[src/rtl/uart_pkg.sv]
`default_nettype none
// ============================================================================
// Module   : uart_pkg
// Brief    : Shared types and constants for the UART packet framing stage.
// Revision : 1.0 - initial release
// ============================================================================
package uart_pkg;

    localparam logic [7:0] SyncByte = 8'hA5;

    typedef enum logic [2:0] {
        HUNT    = 3'd0,
        LEN     = 3'd1,
        PAYLOAD = 3'd2,
        CSUM    = 3'd3,
        DRAIN   = 3'd4
    } parser_state_t;

    typedef enum logic [1:0] {
        BAD_LEN  = 2'd0,
        BAD_CSUM = 2'd1,
        TIMEOUT  = 2'd2,
        OVERRUN  = 2'd3
    } parser_err_t;

    // Buffer address width; a single-entry buffer still needs one address bit.
    function automatic int addr_w(input int n);
        return (n > 1) ? $clog2(n) : 1;
    endfunction

endpackage
`default_nettype wire

[src/rtl/uart_pkt_buffer.sv]
`default_nettype none
// ============================================================================
// Module   : uart_pkt_buffer
// Brief    : Payload buffer, synchronous write port and registered read port.
// Revision : 1.0 - initial release
// ============================================================================
module uart_pkt_buffer
    import uart_pkg::*;
#(
    parameter int MaxPayload = 16,
    parameter int AW         = addr_w(MaxPayload)
) (
    input  logic          clk,
    input  logic          rst,
    input  logic          wr_en,
    input  logic [AW-1:0] wr_addr,
    input  logic [7:0]    wr_data,
    input  logic          rd_en,
    input  logic [AW-1:0] rd_addr,
    output logic [7:0]    rd_data
);

    logic [7:0] r_mem [0:(1<<AW)-1];

    always_ff @(posedge clk) begin
        if (wr_en) begin
            r_mem[wr_addr] <= wr_data;
        end
    end

    // The read register only advances on request so the presented byte holds during stalls.
    always_ff @(posedge clk) begin
        if (rst) begin
            rd_data <= 8'h00;
        end else if (rd_en) begin
            rd_data <= r_mem[rd_addr];
        end
    end

endmodule
`default_nettype wire

[src/rtl/uart_packet_parser.sv]
`default_nettype none
// ============================================================================
// Module   : uart_packet_parser
// Brief    : Sync/length/payload/checksum framer releasing verified payloads.
// Revision : 1.0 - initial release
// ============================================================================
module uart_packet_parser
    import uart_pkg::*;
#(
    parameter int MaxPayload    = 16,
    parameter int TimeoutCycles = 100000
) (
    input  logic       clk,
    input  logic       rst,
    input  logic [7:0] rx_data,
    input  logic       rx_data_valid,
    output logic [7:0] m_data,
    output logic       m_valid,
    input  logic       m_ready,
    output logic       m_last,
    output logic       pkt_ok,
    output logic       pkt_err,
    output logic [1:0] err_code
);

    localparam int IW = $clog2(MaxPayload + 1);
    localparam int TW = $clog2(TimeoutCycles + 1);
    localparam int MW = addr_w(MaxPayload);
    localparam logic [8:0] c_max_len = 9'(MaxPayload);

    parser_state_t r_state, w_state_nxt;
    parser_err_t   r_err_code, w_err_code_nxt;
    logic          r_pkt_ok, r_pkt_err, w_ok_nxt, w_err_nxt;
    logic [IW-1:0] r_len, r_idx, r_rd_idx;
    logic [7:0]    r_sum, w_sum_fin;
    logic [TW-1:0] r_idle;
    logic          w_in_frame, w_timeout, w_handshake, w_last;
    logic          w_wr_en, w_rd_en;
    logic [MW-1:0] w_rd_addr;

    assign w_sum_fin   = r_sum + rx_data;
    assign w_in_frame  = (r_state == LEN) || (r_state == PAYLOAD) || (r_state == CSUM);
    // A byte arriving in the expiry cycle takes priority over the timeout.
    assign w_timeout   = (r_idle == TW'(TimeoutCycles)) && !rx_data_valid;
    assign m_valid     = (r_state == DRAIN);
    assign w_last      = (r_rd_idx == r_len - IW'(1));
    assign m_last      = m_valid && w_last;
    assign w_handshake = m_valid && m_ready;
    assign pkt_ok      = r_pkt_ok;
    assign pkt_err     = r_pkt_err;
    assign err_code    = r_err_code;

    always_ff @(posedge clk) begin
        if (rst) begin
            r_state    <= HUNT;
            r_pkt_ok   <= 1'b0;
            r_pkt_err  <= 1'b0;
            r_err_code <= BAD_LEN;
        end else begin
            r_state    <= w_state_nxt;
            r_pkt_ok   <= w_ok_nxt;
            r_pkt_err  <= w_err_nxt;
            r_err_code <= w_err_code_nxt;
        end
    end

    always_comb begin
        w_state_nxt    = r_state;
        w_ok_nxt       = 1'b0;
        w_err_nxt      = 1'b0;
        w_err_code_nxt = r_err_code;
        w_wr_en        = 1'b0;
        w_rd_en        = 1'b0;
        w_rd_addr      = r_rd_idx[MW-1:0] + MW'(1);
        case (r_state)
            HUNT: begin
                if (rx_data_valid && rx_data == SyncByte) begin
                    w_state_nxt = LEN;
                end
            end
            LEN: begin
                if (rx_data_valid) begin
                    if (rx_data == 8'h00 || {1'b0, rx_data} > c_max_len) begin
                        w_err_nxt      = 1'b1;
                        w_err_code_nxt = BAD_LEN;
                        w_state_nxt    = HUNT;
                    end else begin
                        w_state_nxt = PAYLOAD;
                    end
                end else if (w_timeout) begin
                    w_err_nxt      = 1'b1;
                    w_err_code_nxt = TIMEOUT;
                    w_state_nxt    = HUNT;
                end
            end
            PAYLOAD: begin
                if (rx_data_valid) begin
                    w_wr_en = 1'b1;
                    if (r_idx == r_len - IW'(1)) begin
                        w_state_nxt = CSUM;
                    end
                end else if (w_timeout) begin
                    w_err_nxt      = 1'b1;
                    w_err_code_nxt = TIMEOUT;
                    w_state_nxt    = HUNT;
                end
            end
            CSUM: begin
                if (rx_data_valid) begin
                    // Prefetch byte 0 so it is presented together with pkt_ok.
                    w_rd_en   = 1'b1;
                    w_rd_addr = '0;
                    if (w_sum_fin == 8'h00) begin
                        w_ok_nxt    = 1'b1;
                        w_state_nxt = DRAIN;
                    end else begin
                        w_err_nxt      = 1'b1;
                        w_err_code_nxt = BAD_CSUM;
                        w_state_nxt    = HUNT;
                    end
                end else if (w_timeout) begin
                    w_err_nxt      = 1'b1;
                    w_err_code_nxt = TIMEOUT;
                    w_state_nxt    = HUNT;
                end
            end
            DRAIN: begin
                if (rx_data_valid) begin
                    w_err_nxt      = 1'b1;
                    w_err_code_nxt = OVERRUN;
                end
                if (w_handshake) begin
                    if (w_last) begin
                        w_state_nxt = HUNT;
                    end else begin
                        w_rd_en = 1'b1;
                    end
                end
            end
            default: w_state_nxt = HUNT;
        endcase
    end

    always_ff @(posedge clk) begin
        if (rst) begin
            r_len    <= '0;
            r_idx    <= '0;
            r_rd_idx <= '0;
            r_sum    <= 8'h00;
            r_idle   <= '0;
        end else begin
            if (!w_in_frame || rx_data_valid) begin
                r_idle <= '0;
            end else if (r_idle != TW'(TimeoutCycles)) begin
                r_idle <= r_idle + TW'(1);
            end
            case (r_state)
                LEN: begin
                    if (rx_data_valid) begin
                        r_len <= rx_data[IW-1:0];
                        r_sum <= rx_data;
                        r_idx <= '0;
                    end
                end
                PAYLOAD: begin
                    if (rx_data_valid) begin
                        r_sum <= w_sum_fin;
                        r_idx <= r_idx + IW'(1);
                    end
                end
                CSUM: r_rd_idx <= '0;
                DRAIN: begin
                    if (w_handshake && !w_last) begin
                        r_rd_idx <= r_rd_idx + IW'(1);
                    end
                end
                default: ;
            endcase
        end
    end

    uart_pkt_buffer #(
        .MaxPayload(MaxPayload)
    ) u_buffer (
        .clk    (clk),
        .rst    (rst),
        .wr_en  (w_wr_en),
        .wr_addr(r_idx[MW-1:0]),
        .wr_data(rx_data),
        .rd_en  (w_rd_en),
        .rd_addr(w_rd_addr),
        .rd_data(m_data)
    );

endmodule
`default_nettype wire

[config.mk]
export PLATFORM = sky130hd
export DESIGN_NAME = uart_packet_parser
export DESIGN_NICKNAME = d
export VERILOG_FILES = /design/src/rtl/uart_pkg.sv /design/src/rtl/uart_pkt_buffer.sv /design/src/rtl/uart_packet_parser.sv
export SDC_FILE = /design/constraint.sdc
export NUM_CORES = 1
export LEC_CHECK = 0
export ABC_AREA = 0
export CORE_MARGIN = 2
export CORE_UTILIZATION = 30
export CTS_BUF_LIST = sky130_fd_sc_hd__clkbuf_4 sky130_fd_sc_hd__clkbuf_8 sky130_fd_sc_hd__clkbuf_16
export CTS_CLUSTER_SIZE = 20
export DETAILED_ROUTE_END_ITERATION = 8
export PLACE_DENSITY_LB_ADDON = 0.25
export SLEW_MARGIN = 25
export SYNTH_ARGS = -nofsm -noshare
export SYNTH_HDL_FRONTEND = slang
export SYNTH_SLANG_ARGS = --single-unit
[constraint.sdc]
create_clock -name clk -period 7.1 [get_ports clk]
set_clock_uncertainty 0.15 [all_clocks]
set_input_delay 1.775 -clock clk [delete_from_list [all_inputs] [get_ports clk]]
set_output_delay 1.775 -clock clk [all_outputs]
set_load 0.01 [all_outputs]
== After elaboration in Yosys (flattened, before gate mapping) ==
Memories as Yosys holds them, arrays and structs flattened. A register that Yosys moved wholly into a read port is not among the register bits.
Cells that the tools add are included.

* Logic and storage cells: 108
* Register bits: 47
* Memories: 1
* Output and inout port bits: 14
* Bits of input ports: 12
* RAM bits: 128

{| class="wikitable"
|+ Memory list
! name !! words !! width !! read ports !! clocked after Yosys merged registers in !! wr ports !! line !! RTL
|-
| u_buffer.r_mem || 16 || 8 || 1 || 1 || 1 || uart_pkt_buffer.sv:23 || <nowiki>logic [7:0] r_mem [0:(1<<AW)-1];</nowiki>
|}

* Bitwise operators: 2
* Mux-type cells: 44
* Add/sub/neg operators: 6
* Equal/unequal tests: 20
* $lt $le $gt $ge: 1
* Reductions and logical operators: 25

{| class="wikitable"
|+ Operators with widths
! cell !! count
|-
| 3-bit 2-to-1 mux || 9
|-
| 5-bit one-hot mux with 2 select lines || 2
|-
| 17-bit by 1-bit adder with 17-bit output, second input constant || 1
|-
| 17-bit equality test, second input constant || 1
|-
| 17-bit != test, second input constant || 1
|-
| 8-bit zero test || 2
|-
| 2-bit 2-to-1 mux || 8
|-
| 8-bit 2-to-1 mux || 2
|-
| 8-bit one-hot mux with 2 select lines || 1
|-
| 5-bit 2-to-1 mux || 3
|-
| 3-bit one-hot mux with 5 select lines || 1
|-
| 1-bit 2-to-1 mux || 13
|-
| 5-bit by 1-bit adder with 5-bit output, second input constant || 2
|-
| 5-bit equality test || 2
|-
| 2-bit != test, second input constant || 5
|-
| 8-bit adder || 1
|-
| 8-bit equality test, second input constant || 1
|-
| 8-bit by 5-bit > comparator with 1-bit output, second input constant || 1
|-
| 4-bit 2-to-1 mux || 2
|-
| 2-bit one-hot mux with 4 select lines || 1
|-
| 3-bit by 2-bit equality test with 1-bit output, second input constant || 2
|-
| 2-bit by 1-bit != test with 1-bit output, second input constant || 3
|-
| 3-bit by 2-bit != test with 1-bit output, second input constant || 2
|-
| 1-bit logical AND || 5
|-
| 19 further kinds || 27
|}

== Logic depth before layout (Yosys ltp) ==
* Depth in word-level cells: 6
* Mapped depth: 12
* Depth with buffers taken out: 9

== Hierarchy ==
Synthesis repeated with hierarchy kept, for this count alone.

* Cells, all modules: 690
* Area total of the unflattened synthesis: 8303.0 sq um

{| class="wikitable"
|+ Modules (own cells, without submodules)
! module !! cells an instance !! area an instance (sq um) !! times used !! sequential area each (sq um)
|-
| uart_pkt_buffer || 316 || 5343.9 || 1 || 4003.8
|-
| uart_packet_parser || 374 || 2959.1 || 1 || 940.9
|}

== Least setup slack after synthesis ==
OpenSTA, ideal clock, no wires.

* Kind: input to register
* From: input rx_data[0]
* To: register r_err_code[1] (netlist: err_code[1])
* Buffers on the path: 0
* Data required time: 6859 ps
* Arrival time: 3770 ps
* Library setup time: 91 ps
* Slack: 3089 ps
* Stages: 9
* Cells stage by stage: ha_1 > fa_1 > a211o_1 > and3_1 > o311ai_0 > nor2_1 > nand3_1 > a21oi_1 > a311oi_1

* Longest elaborated chain between the ends: 4
* Elaborated cells between the ends (all ways): 8
* Classes of those cells: add/sub: 1; order compare: 1; eq/ne: 2; reduce/logical: 4

{| class="wikitable"
|+ Ends and longest elaborated chain
! item !! line !! RTL
|-
| from (decl) || uart_packet_parser.sv:15 || <nowiki>input logic [7:0] rx_data,</nowiki>
|-
| 8-bit adder (tied with other cells) || uart_packet_parser.sv:41 || <nowiki>assign w_sum_fin = r_sum + rx_data;</nowiki>
|-
| 8-bit zero test or 1-bit logical OR (tied branches) || uart_packet_parser.sv:113, uart_packet_parser.sv:83 ||
|-
| 3-bit != test (no line) or 3-bit by 2-bit != test with 1-bit output (tied branches) || -- ||
|-
| 5-bit AND reduction (no line) (*) || -- ||
|-
| to (signal assigned) || uart_packet_parser.sv:63 || <nowiki>r_err_code <= w_err_code_nxt;</nowiki>
|-
| to (decl) || uart_packet_parser.sv:32 || <nowiki>parser_err_t r_err_code, w_err_code_nxt;</nowiki>
|}

Every way passes the cells marked *; elsewhere a longest branch is shown, timed or not.
A chain may end at the register's enable or synchronous reset.

== Worst setup path in the final report ==
* From: input rx_data[3]
* To: register r_err_code[1] (netlist: err_code[1])

Same word-level chain as after synthesis.

==> results.toml <==
[sta]
hold_violations = 0
tightestPinTransition_ns = 1.02
rsz0062_at_grt = "false"
max_slew_margin_pct = 31.3
fmax_mhz = 218
finalSetupViolations = 0
fin_crit_ns = 4.59
setup_slack_ns = 2.51
drv_slew = 0
finalCritPeriodShare_pct = 64.6
tns_ns = 0

[clock_tree]
clkTransAtPathRegs_ns = 0.07
cts_sinks = 183
ctsHoldBuffers = 0
cts_tree = "yes"
cts_buffer_depth = 2
clock_tree.root_cell = "clkbuf_16"
h-tree-depth = 4
cts_setup_buffers = 0
ctsResizeCount = 0
clk_latency_ns = 0.43
cts_buffers = 17

[route]
route.detailed.drc = 0
dr.pass1.iters = 5
routed_wl_um = 18800
vias = 5252
viasPerCell = 5.10
wl_per_cell_um = 18.3
drtIter0Drc = 336
ant_nets = 0

[layout]
finalCoreUtilization_pct = 34.8
fillers = 2599
finalNetCount = 703
syn_to_final_growth_pct = 14.8
finalNonFillerCells = 1029
drive_above_1_share_pct = 10.6
n_antenna_cell = 0
stdcell_area_um2 = 9290

[hold_path]
hold_start = "u_buffer.rd_data[5]"
min_path_type = "flip-flop to flip-flop"

[synthesis]
synth_top_area_share_pct = 47.5
synth_most_common_cell = "edfxtp_1"
synthCells = 648
synth_edf_count = 128
avgSynthCellArea_um2 = 12.5
synth_top_family_by_area = "simple AND/OR/NAND/NOR gates"
yosys.area_share.simple_pct = 13.9
synth-xor-area-share_pct = 4.11
synth_ff_type = "edfxtp_1"
ys_seq_area_share_pct = 61.1
muxShareOfSynthArea_pct = 6.84
synth_seq_cells = 183
ys_warn_count = 0
synth_compound_area_share_pct = 8.80
syn_area_um2 = 8090
synth_fa_ha_area_share_pct = 2.57
yosys-top-cells-count = "edfxtp_1, nand2_1, nor2_1, dfxtp_1, a21oi_1"
async_flop_share_pct = 0
ys_types = 62
synth_top_cell_by_area = "edfxtp_1"
syn-num-nets = 676
synthTopCellsByArea = "edfxtp_1, dfxtp_1, mux4_2"

[grt]
grt_max_degree = 47
antenna_found_initial = 0
grt_pass1_wl_um = 29400
grt_pass1_vias = 5135
grt_usage_pct = 13.5
grt-ovfl-total = 0

[place]
place_inst = 997
portBuffers = 25
dp_slack_ns = 2.07
gp_congestion = 0.809
hpwl_um = 12600
dpl_cell_area_um2 = 8710

[power_and_ir_drop]
power.density_nw_per_um2 = 237
p_leak_nw = 2.99
vdd_ir_drop_max_mv = 0.135

[floorplanning]
die_h_um = 168
die_w_um = 168
io_pins = 26
start_util_pct = 30.3
fp.coreArea_um2 = 26700
fp-row-count = 60
dieArea_um2 = 28300

[run_status]
status = "finished, final reports clean"

[setup_path]
critPathLaunch = "rx_data[3]"
critPathRequiredTime_ns = 7.29
crit_fanout = 20
r2r-start = "r_state[2]"
crit_arrival_ns = 4.78
crit_path_end_kind = "flip-flop"
cp-start-kind = "primary input"
criticalPathCategory = "primary input to flip-flop"

[run]
maxCapViolations = 0
## per-layer routing
layer  up-vias  routed length, µm  GRT usage (%)
met2        92               9120           22.2
met5         -                  0              0
met4         0                346           4.57
met1      2647               8860           18.0
li1       2489                  -              -
met3        24                482           2.52
## power breakdown
part           internal (W)  switching [W]
Clock              0.000497       0.000432
Combinational     0.0000430      0.0000717
Sequential          0.00115     0.00000872
Total               0.00169       0.000513
## worst max-delay path: stages
cell	delay [ns]
clkdlybuf4s50_1	0.90
ha_1	0.37
or2_2	0.33
and3_1	0.23
o311ai_0	0.49
nor2_1	0.15
nand3_1	0.21
a21oi_1	0.09
a311oi_1	0.23
## path summary, 6_finish.rpt
| path | endpoint | slack, ns | cells after the start |
|---|---|---|---|
| worst max-delay path | err_code[1] | 2.51 | 9 |
| worst min-delay path | u_buffer.rd_data[5] | 0.30 | 2 |
| worst max register to register | u_buffer.rd_data[7] | 3.81 | 6 |
| worst min register to register | u_buffer.rd_data[5] | 0.30 | 2 |
## placed cells by master (no fill, tap or decap), drive strengths merged, types with 4 or more instances in the layout
master,n
a211oi,4
a21oi,28
a22oi,5
a311oi,6
a31oi,6
a32oi,14
and2,6
and3,11
buf,11
clkbuf,17
clkdlybuf4s50,25
clkinv,4
dfxtp,55
edfxtp,128
ha,15
inv,25
mux2i,14
mux4,17
nand2,74
nand2b,8
nand3,16
nand4,5
nor2,65
nor3,14
nor4,5
o2111ai,7
o21ai,15
or3,6
xnor2,15
xor2,23
## flip-flops by register name, indices dropped and copies added (netlist names)
signal	count
pkt_err	1
u_buffer.r_mem	128
u_buffer.rd_data	8
r_state	3
r_len	5
r_rd_idx	5
err_code	2
r_idx	5
r_idle	17
r_sum	8
pkt_ok	1
## final cells by class
type                            instances  area [µm²]  share of cell area (%)
Sequential cell                       183        4940                    53.2
Inverter                               16        60.1                   0.647
Clock inverter                         15         153                    1.64
Tap cell                              341         427                    4.59
Timing Repair Buffer                   36         333                    3.58
Multi-Input combinational cell        421        2950                    31.7
Clock buffer                           17         425                    4.58
## cell families after synthesis
kind of cell    count (synthesis)
compound gates                103
xor+xnor                       38
fa+ha+maj                      16
buf+inv                        44
flops                         183
mux                            33
simple gates                  231
## per-stage QoR
step	hold slack (ns)	total power [W]
after floorplan	0.299	0.00124
after global placement	0.292	0.00129
after detailed placement	0.296	0.00129
after CTS	0.306	0.00222
after global routing	0.331	0.00227
final	0.302	0.00220
No activity file was read; power rests on OpenSTA's default activity.
